<file path="config.mk">
export PLATFORM = sky130hd
export DESIGN_NAME = uart_rx_fifo
export DESIGN_NICKNAME = d
export VERILOG_FILES = /design/src/rtl/uart_rx_fifo.sv
export SDC_FILE = /design/constraint.sdc
export NUM_CORES = 1
export LEC_CHECK = 0
export ABC_CLOCK_PERIOD_IN_PS = 2200
export CAP_MARGIN = 20
export CORE_UTILIZATION = 41
export DETAILED_ROUTE_END_ITERATION = 8
export PLACE_DENSITY = 0.69
export SYNTH_ARGS = -nofsm -noshare
export SYNTH_HDL_FRONTEND = slang
export SYNTH_SLANG_ARGS = --single-unit
</file>
<file path="constraint.sdc">
create_clock -name clk_100MHz -period 2.2 [get_ports clk_100MHz]
set_clock_uncertainty 0.15 [all_clocks]
set_input_delay 0.44 -clock clk_100MHz [delete_from_list [all_inputs] [get_ports clk_100MHz]]
set_output_delay 0.44 -clock clk_100MHz [all_outputs]
set_load 0.1 [all_outputs]
</file>
<file path="src/rtl/uart_rx_fifo.sv">
// uart_rx_fifo: circular-buffer FIFO downstream of the UART receiver.
// Captures each data_ready word and holds it until the consumer pops it.
// Ports:
//   clk_100MHz   - system clock, rising edge
//   reset        - synchronous active-high reset
//   wr_en        - write strobe (receiver data_ready pulse)
//   wr_data      - word to store (receiver data_out)
//   rd_en        - pop request; ignored while empty
//   clr_overflow - clears the sticky overflow flag
//   rd_data      - show-ahead head word, valid while empty=0
//   empty/full   - registered status flags
//   count        - stored words, 0..2**ADDR_WIDTH
//   overflow     - sticky, set when a write is dropped while full
module uart_rx_fifo #(
    parameter int DBITS      = 8,
    parameter int ADDR_WIDTH = 2
) (
    input  logic                  clk_100MHz,
    input  logic                  reset,
    input  logic                  wr_en,
    input  logic [DBITS-1:0]      wr_data,
    input  logic                  rd_en,
    input  logic                  clr_overflow,
    output logic [DBITS-1:0]      rd_data,
    output logic                  empty,
    output logic                  full,
    output logic [ADDR_WIDTH:0]   count,
    output logic                  overflow
);

    localparam int DEPTH = 2 ** ADDR_WIDTH;
    localparam logic [ADDR_WIDTH:0] CNT_ALMOST = (ADDR_WIDTH + 1)'(DEPTH - 1);
    localparam logic [ADDR_WIDTH:0] CNT_ONE    = (ADDR_WIDTH + 1)'(1);

    logic [DBITS-1:0]      mem [DEPTH];
    logic [ADDR_WIDTH-1:0] wr_ptr;
    logic [ADDR_WIDTH-1:0] rd_ptr;
    logic                  do_wr;
    logic                  do_rd;

    // A write into a full FIFO is only accepted when a pop frees the head
    // slot in the same cycle.
    always_comb begin
        do_rd = rd_en && !empty;
        do_wr = wr_en && (!full || do_rd);
    end

    assign rd_data = mem[rd_ptr];

    // Storage is deliberately not reset.
    always_ff @(posedge clk_100MHz) begin
        if (!reset && do_wr) begin
            mem[wr_ptr] <= wr_data;
        end
    end

    always_ff @(posedge clk_100MHz) begin
        if (reset) begin
            wr_ptr   <= '0;
            rd_ptr   <= '0;
            empty    <= 1'b1;
            full     <= 1'b0;
            count    <= '0;
            overflow <= 1'b0;
        end else begin
            if (do_wr) begin
                wr_ptr <= wr_ptr + 1'b1;
            end
            if (do_rd) begin
                rd_ptr <= rd_ptr + 1'b1;
            end
            case ({do_wr, do_rd})
                2'b10: begin
                    count <= count + 1'b1;
                    empty <= 1'b0;
                    full  <= (count == CNT_ALMOST);
                end
                2'b01: begin
                    count <= count - 1'b1;
                    full  <= 1'b0;
                    empty <= (count == CNT_ONE);
                end
                default: begin
                end
            endcase
            // Setting wins over clearing when both happen together.
            if (wr_en && full && !rd_en) begin
                overflow <= 1'b1;
            end else if (clr_overflow) begin
                overflow <= 1'b0;
            end
        end
    end

endmodule

</file>
Word-level counts from Yosys, hierarchy flattened. Memory sizes are Yosys's and may differ from the RTL's. A register that Yosys moved wholly into a read port is not among the register bits. Index checks and enable logic that the tools add are counted.

Input bits: 13. Bits in writable memories: 32. Logic and storage cells: 36. Memories: 1. Output and inout port bits: 14. Flip-flop bits (word level): 10.

Memory list: mem (depth 4, bits a word 8, read ports 1, clocked after Yosys merged registers in 1, write ports 1, line 35) `logic [DBITS-1:0] mem [DEPTH];`.

Add/subtract/negate cells: 4. Muxes and demuxes: 9. Equality and inequality tests: 4. Reduce and logical (&&, ||, !) cells: 12.

Operator list (count): one-hot mux 3 bit (2 select lines) (1); logical AND 1 bit (5); adder 2 x 1 -> 2 bit, second input constant (2); logical NOT 1 bit (4); 2-to-1 mux 1 bit (4); 2-to-1 mux 2 bit (2); one-hot mux 1 bit (2 select lines) (2); nonzero test 2 bit (2); adder 3 x 1 -> 3 bit, second input constant (1); equality test 3 x 1 -> 1 bit, second input constant (1); equality test 3 x 2 -> 1 bit, second input constant (1); subtractor 3 x 1 -> 3 bit, second input constant (1); equality test 2 x 1 -> 1 bit, second input constant (1); equality test 2 bit, second input constant (1); logical OR 1 bit (1).

Depth between registers and ports, before layout.
Depth after elaboration: 7. Gate-level depth with buffers: 8. Gate-level depth less buffers: 7.

Worst setup path after synthesis. Ideal clock, no wire load.

Kind: reg2reg. Start point: register full. End point: register count[0]. Path buffers: 1. Arrival time: 2.170 ns. Setup slack: -0.191 ns. Required time: 1.979 ns. Cell stages (with the launch flop): 9. Clock period less this slack: 2.391 ns. Setup time: 0.071 ns. Cell sequence: dfxtp_1 > inv_1 > o21a_4 > inv_1 > ha_1 > clkbuf_1 > nor2_1 > o21ai_0 > a21oi_1.

Word-level cells in the longest chain between the ends: 5. Elaborated cells between the ends (all ways): 7. Those cells by class: eq/ne (2); mux (1); reduce/logical (4).

RTL lines: start: declaration (line 26) `output logic full,`; start signal: assignment (line 76) `full <= (count == CNT_ALMOST);`; logical NOT 1 bit * (line 45) `do_wr = wr_en && (!full || do_rd);`; logical OR 1 bit * (line 45); logical AND 1 bit * (line 45); equality test 2 x 1 -> 1 bit / equality test 2 bit (equally long branches) (line 72) `case ({do_wr, do_rd})`; one-hot mux 3 bit (2 select lines) / nonzero test 2 bit (equally long branches); end signal: assignment (line 74) `count <= count + 1'b1;`; end signal: assignment (line 79) `count <= count - 1'b1;`; end: declaration (line 27) `output logic [ADDR_WIDTH:0] count,`.

Mark *: on every way between the ends. The rest lies on a longest branch, timed or not. A chain may end at the register's enable or synchronous reset.

==> impl_metrics.xml <==
<?xml version="1.0" encoding="UTF-8"?>
<metrics>
  <group name="status">
    <metric name="status" unit="">finished clean</metric>
  </group>
  <group name="timing">
    <metric name="final-hold-violation-count" unit="">0</metric>
    <metric name="worst_max_slew_margin_expressed_relative_to_the_limit" unit="">0.724</metric>
    <metric name="setup-violations-final" unit="">0</metric>
    <metric name="worst-slew-pin-transition" unit="ps">413</metric>
    <metric name="fin_worst_hold_slack" unit="ps">335</metric>
    <metric name="clock.fmax" unit="MHz">470</metric>
    <metric name="min_period" unit="ps">2130</metric>
    <metric name="final_max_slew_viol_count" unit="">0</metric>
    <metric name="grt_setup_unrepaired" unit="">no</metric>
    <metric name="final_cycle_utilization_of_the_critical_path" unit="">0.967</metric>
  </group>
  <group name="clock_tree">
    <metric name="clock_pin_transition_on_the_worst_setup_and_hold_timing_paths" unit="ps">80</metric>
    <metric name="cts_tree" unit="">done</metric>
    <metric name="postCtsSetupBuffers" unit="">0</metric>
    <metric name="clkSinkCount" unit="">44</metric>
    <metric name="cts-root-buf" unit="">clkbuf_8</metric>
    <metric name="cts.htree.levels" unit="">2</metric>
    <metric name="worst_skew_pair.late_latency" unit="ps">300</metric>
    <metric name="cts-buffers-inserted" unit="">5</metric>
    <metric name="clock_path_buffers" unit="">2</metric>
  </group>
  <group name="power_and_ir_drop">
    <metric name="power.share.clock" unit="">0.259</metric>
    <metric name="power.static_leakage" unit="nW">0.848</metric>
    <metric name="power_per_cell_area" unit="nW/µm²">813</metric>
    <metric name="combinationalPowerShare" unit="">0.237</metric>
    <metric name="peakVddDrop" unit="V">0.000353</metric>
    <metric name="p_total" unit="mW">1.88</metric>
    <metric name="switching_share_of_total_power" unit="">0.305</metric>
    <metric name="power.net_switching" unit="mW">0.571</metric>
    <metric name="power.sequential.fraction" unit="">0.504</metric>
    <metric name="internal_power" unit="mW">1.30</metric>
  </group>
  <group name="floorplanning">
    <metric name="floorplan.initialDensity" unit="">0.441</metric>
    <metric name="die_w" unit="µm">68.5</metric>
    <metric name="design.die.area" unit="µm²">4700</metric>
    <metric name="std_cell_rows" unit="">23</metric>
    <metric name="die_y" unit="µm">68.5</metric>
    <metric name="boundaryPins" unit="">27</metric>
    <metric name="coreArea" unit="µm²">4120</metric>
  </group>
  <group name="yosys">
    <metric name="ys_seq_area_frac" unit="">0.662</metric>
    <metric name="synth.area.top_cells" unit="">edfxtp_1, dfxtp_1, mux4_2</metric>
    <metric name="post_synth.cell_area_avg" unit="µm²">15.9</metric>
    <metric name="synthDistinctLibCells" unit="">28</metric>
    <metric name="most_frequently_used_cell_type_in_the_post_synthesis_netlist" unit="">edfxtp_1</metric>
    <metric name="dominant_combinational_cell_family_by_area_after_synthesis" unit="">multiplexers</metric>
    <metric name="synth-warning-count" unit="">0</metric>
    <metric name="synth_largest_type_area_fraction" unit="">0.529</metric>
    <metric name="synth_top_cells_by_count" unit="">edfxtp_1, dfxtp_1, ha_1, inv_1, nor2_1</metric>
    <metric name="synth_compound_area_frac" unit="">0.0503</metric>
    <metric name="mappedNetlistNets" unit="">137</metric>
    <metric name="synthSimpleGateAreaFrac" unit="">0.0634</metric>
    <metric name="netlist_instances" unit="">114</metric>
    <metric name="synth.mux.area_fraction" unit="">0.108</metric>
    <metric name="postSynth.asyncResetShare" unit="">0</metric>
    <metric name="synth-edff-count" unit="">32</metric>
    <metric name="post_synth_xor_area_fraction" unit="">0.0145</metric>
    <metric name="syn-cell-area" unit="µm²">1820</metric>
    <metric name="netlist.top_cell.by_area" unit="">edfxtp_1</metric>
    <metric name="synth-adder-area-share" unit="">0.0689</metric>
    <metric name="ffs_latches_synth" unit="">44</metric>
    <metric name="ys_dominant_reg_cell" unit="">edfxtp_1</metric>
  </group>
  <group name="route">
    <metric name="first_iter_violations" unit="">34</metric>
    <metric name="drt-wirelength-per-cell" unit="µm">15.2</metric>
    <metric name="totalWireLength" unit="mm">3.03</metric>
    <metric name="drt_drc_violations_left" unit="">0</metric>
    <metric name="num_vias" unit="">1009</metric>
    <metric name="detail_route.first_pass.iterations" unit="">4</metric>
    <metric name="antenna_left" unit="">0</metric>
    <metric name="via_per_inst" unit="">5.07</metric>
  </group>
  <group name="global_route">
    <metric name="grt_pass1_vias" unit="">1009</metric>
    <metric name="largest_net_degree_at_the_start_of_global_routing" unit="">14</metric>
    <metric name="grt_antenna_before_repair" unit="">0</metric>
    <metric name="globalRouteTotalUtil" unit="">0.152</metric>
    <metric name="grt_first_pass_wirelength" unit="mm">4.86</metric>
    <metric name="gr-total-overflow" unit="">0</metric>
  </group>
  <group name="critical_path">
    <metric name="crit_path_start_kind" unit="">flop</metric>
    <metric name="critical_path.reg2reg.endpoint" unit="">full$_SDFFE_PP0P_</metric>
    <metric name="worst-r2r-setup-slack" unit="ps">540</metric>
    <metric name="cp-end-kind" unit="">output pin</metric>
    <metric name="largest_driver_fanout_on_the_critical_path" unit="">8</metric>
    <metric name="reg2reg_from" unit="">empty$_SDFFE_PP1P_</metric>
    <metric name="timing.critical_path.required" unit="ps">1610</metric>
    <metric name="arrival" unit="ps">1540</metric>
    <metric name="setup.worst_path.class" unit="">reg2out</metric>
    <metric name="rr_worst_depth" unit="">7</metric>
  </group>
  <group name="layout">
    <metric name="drive_above_1_share" unit="">0.282</metric>
    <metric name="final_design_area_no_fill" unit="µm²">2310</metric>
    <metric name="layout-area-overhead-vs-synth" unit="%">27.1</metric>
    <metric name="finalCoreUtilization" unit="">0.561</metric>
    <metric name="fillerInstances" unit="">351</metric>
    <metric name="n_antenna_cell" unit="">0</metric>
    <metric name="ff_latch_area" unit="µm²">1200</metric>
    <metric name="finish.net_count" unit="">171</metric>
    <metric name="area_taken_by_multi_input_logic_gates" unit="µm²">553</metric>
  </group>
  <group name="hold_path">
    <metric name="worst_hold_path_endpoint" unit="">overflow$_SDFFE_PP0P_</metric>
    <metric name="holdCritStartpoint" unit="">overflow$_SDFFE_PP0P_</metric>
    <metric name="hp-class" unit="">reg2reg</metric>
    <metric name="hold-path-cell-count" unit="">2</metric>
  </group>
  <group name="placement">
    <metric name="placed_cell_areas" unit="µm²">2220</metric>
    <metric name="buffers_added_on_ports" unit="">26</metric>
    <metric name="routability_congestion" unit="">0.817</metric>
    <metric name="dp_hpwl" unit="mm">2.14</metric>
  </group>
  <group name="run">
    <metric name="max_cap_viols" unit="">0</metric>
  </group>
</metrics>
-- routing by layer --
layer,vias up,track usage,share of wire
li1,484,-,-
met1,493,0.172,0.41
met2,26,0.254,0.51
met3,6,0.0493,0.051
met4,0,0.0859,0.024
met5,-,0,0
-- worst max-delay path, cell delays in order, from the launching register on --
cell and delay [ps]:
dfxtp_1 330, buf_6 160, mux4_2 560, buf_12 190
-- area by class of cell --
cell class,instances,area share
inverter,10,0.0163
timing repair buffer,31,0.159
multi-input combinational,56,0.240
clock buffer,6,0.0315
clock inverter,2,0.00488
tap,50,0.0271
sequential,44,0.522
-- cells by family after synthesis --
group | after synthesis
AO/OA/AOI/OAI | 13
XOR/XNOR | 3
adder cells (fa/ha/maj) | 10
buffers and inverters | 14
flip-flops | 44
multiplexers | 9
AND/OR/NAND/NOR | 21
-- sequential cells by signal (all words and copies together), names as in the netlist, named ones only --
| name | count |
|---|---|
| empty | 1 |
| count | 3 |
| overflow | 1 |
| full | 1 |
| rd_ptr | 2 |
| wr_ptr | 2 |
| mem | 32 |
-- cell usage in the layout (no fill, tap or decap) --
cell and n:
buf_12 8, nor2b_4 1, inv_1 10, o32ai_1 1
a31oi_1 1, nand2_1 2, mux2_4 1, clkbuf_8 5
nand3_1 1, edfxtp_1 32, mux4_2 8, xnor2_1 1
and3_2 4, o21ai_0 2, o31ai_1 1, clkinvlp_4 1
xor2_1 2, nand2b_1 1, nand3b_1 2, nor2_1 10
o21a_4 1, buf_4 10, dfxtp_2 2, o2111ai_1 1
clkbuf_1 1, clkinv_1 1, clkdlybuf4s50_1 12, a211oi_1 1
a22oi_1 1, ha_1 10, dfxtp_1 10, a21oi_1 4
buf_6 1
-- repair_timing --
action / CTS / global route
endpoints found under the setup margin: 0 / 7
resized for setup: 0 / 1
hold buffers: 0 / 0
-- worst max-delay path by stage --
stage                           from                     to  slack, ps  depth (start not counted)
3_5_place_dp                   rd_en      full$_SDFFE_PP0P_        -70                          8
6_report                        flop             rd_data[1]         70                          3
2_1_floorplan  count[0]$_SDFFE_PP0P_  count[2]$_SDFFE_PP0P_        150                          5
3_3_place_gp                   rd_en      full$_SDFFE_PP0P_         10                          8
5_1_grt                         flop             rd_data[1]         20                          3
4_1_cts                         flop             rd_data[1]         10                          3
-- per-stage QoR --
step / setup TNS [ps] / std cells / setup WS [ps]
2_1_floorplan: 0 / 114 / 154
3_3_place_gp: 0 / 191 / 11.3
3_5_place_dp: -204 / 191 / -74.5
4_1_cts: 0 / 199 / 11.2
5_1_grt: 0 / 199 / 18.1
6_report: 0 / 199 / 71.8
-- power groups by stage --
stage | combinational (mW) | sequential [mW] | clock (mW)
after global placement | 0.435 | 0.961 | 0
after CTS | 0.445 | 0.945 | 0.500
after floorplan | 0.235 | 1.03 | 0
after global routing | 0.467 | 0.949 | 0.527
after detailed placement | 0.444 | 0.964 | 0
final | 0.444 | 0.945 | 0.486
(Power assumes the default switching activity.)
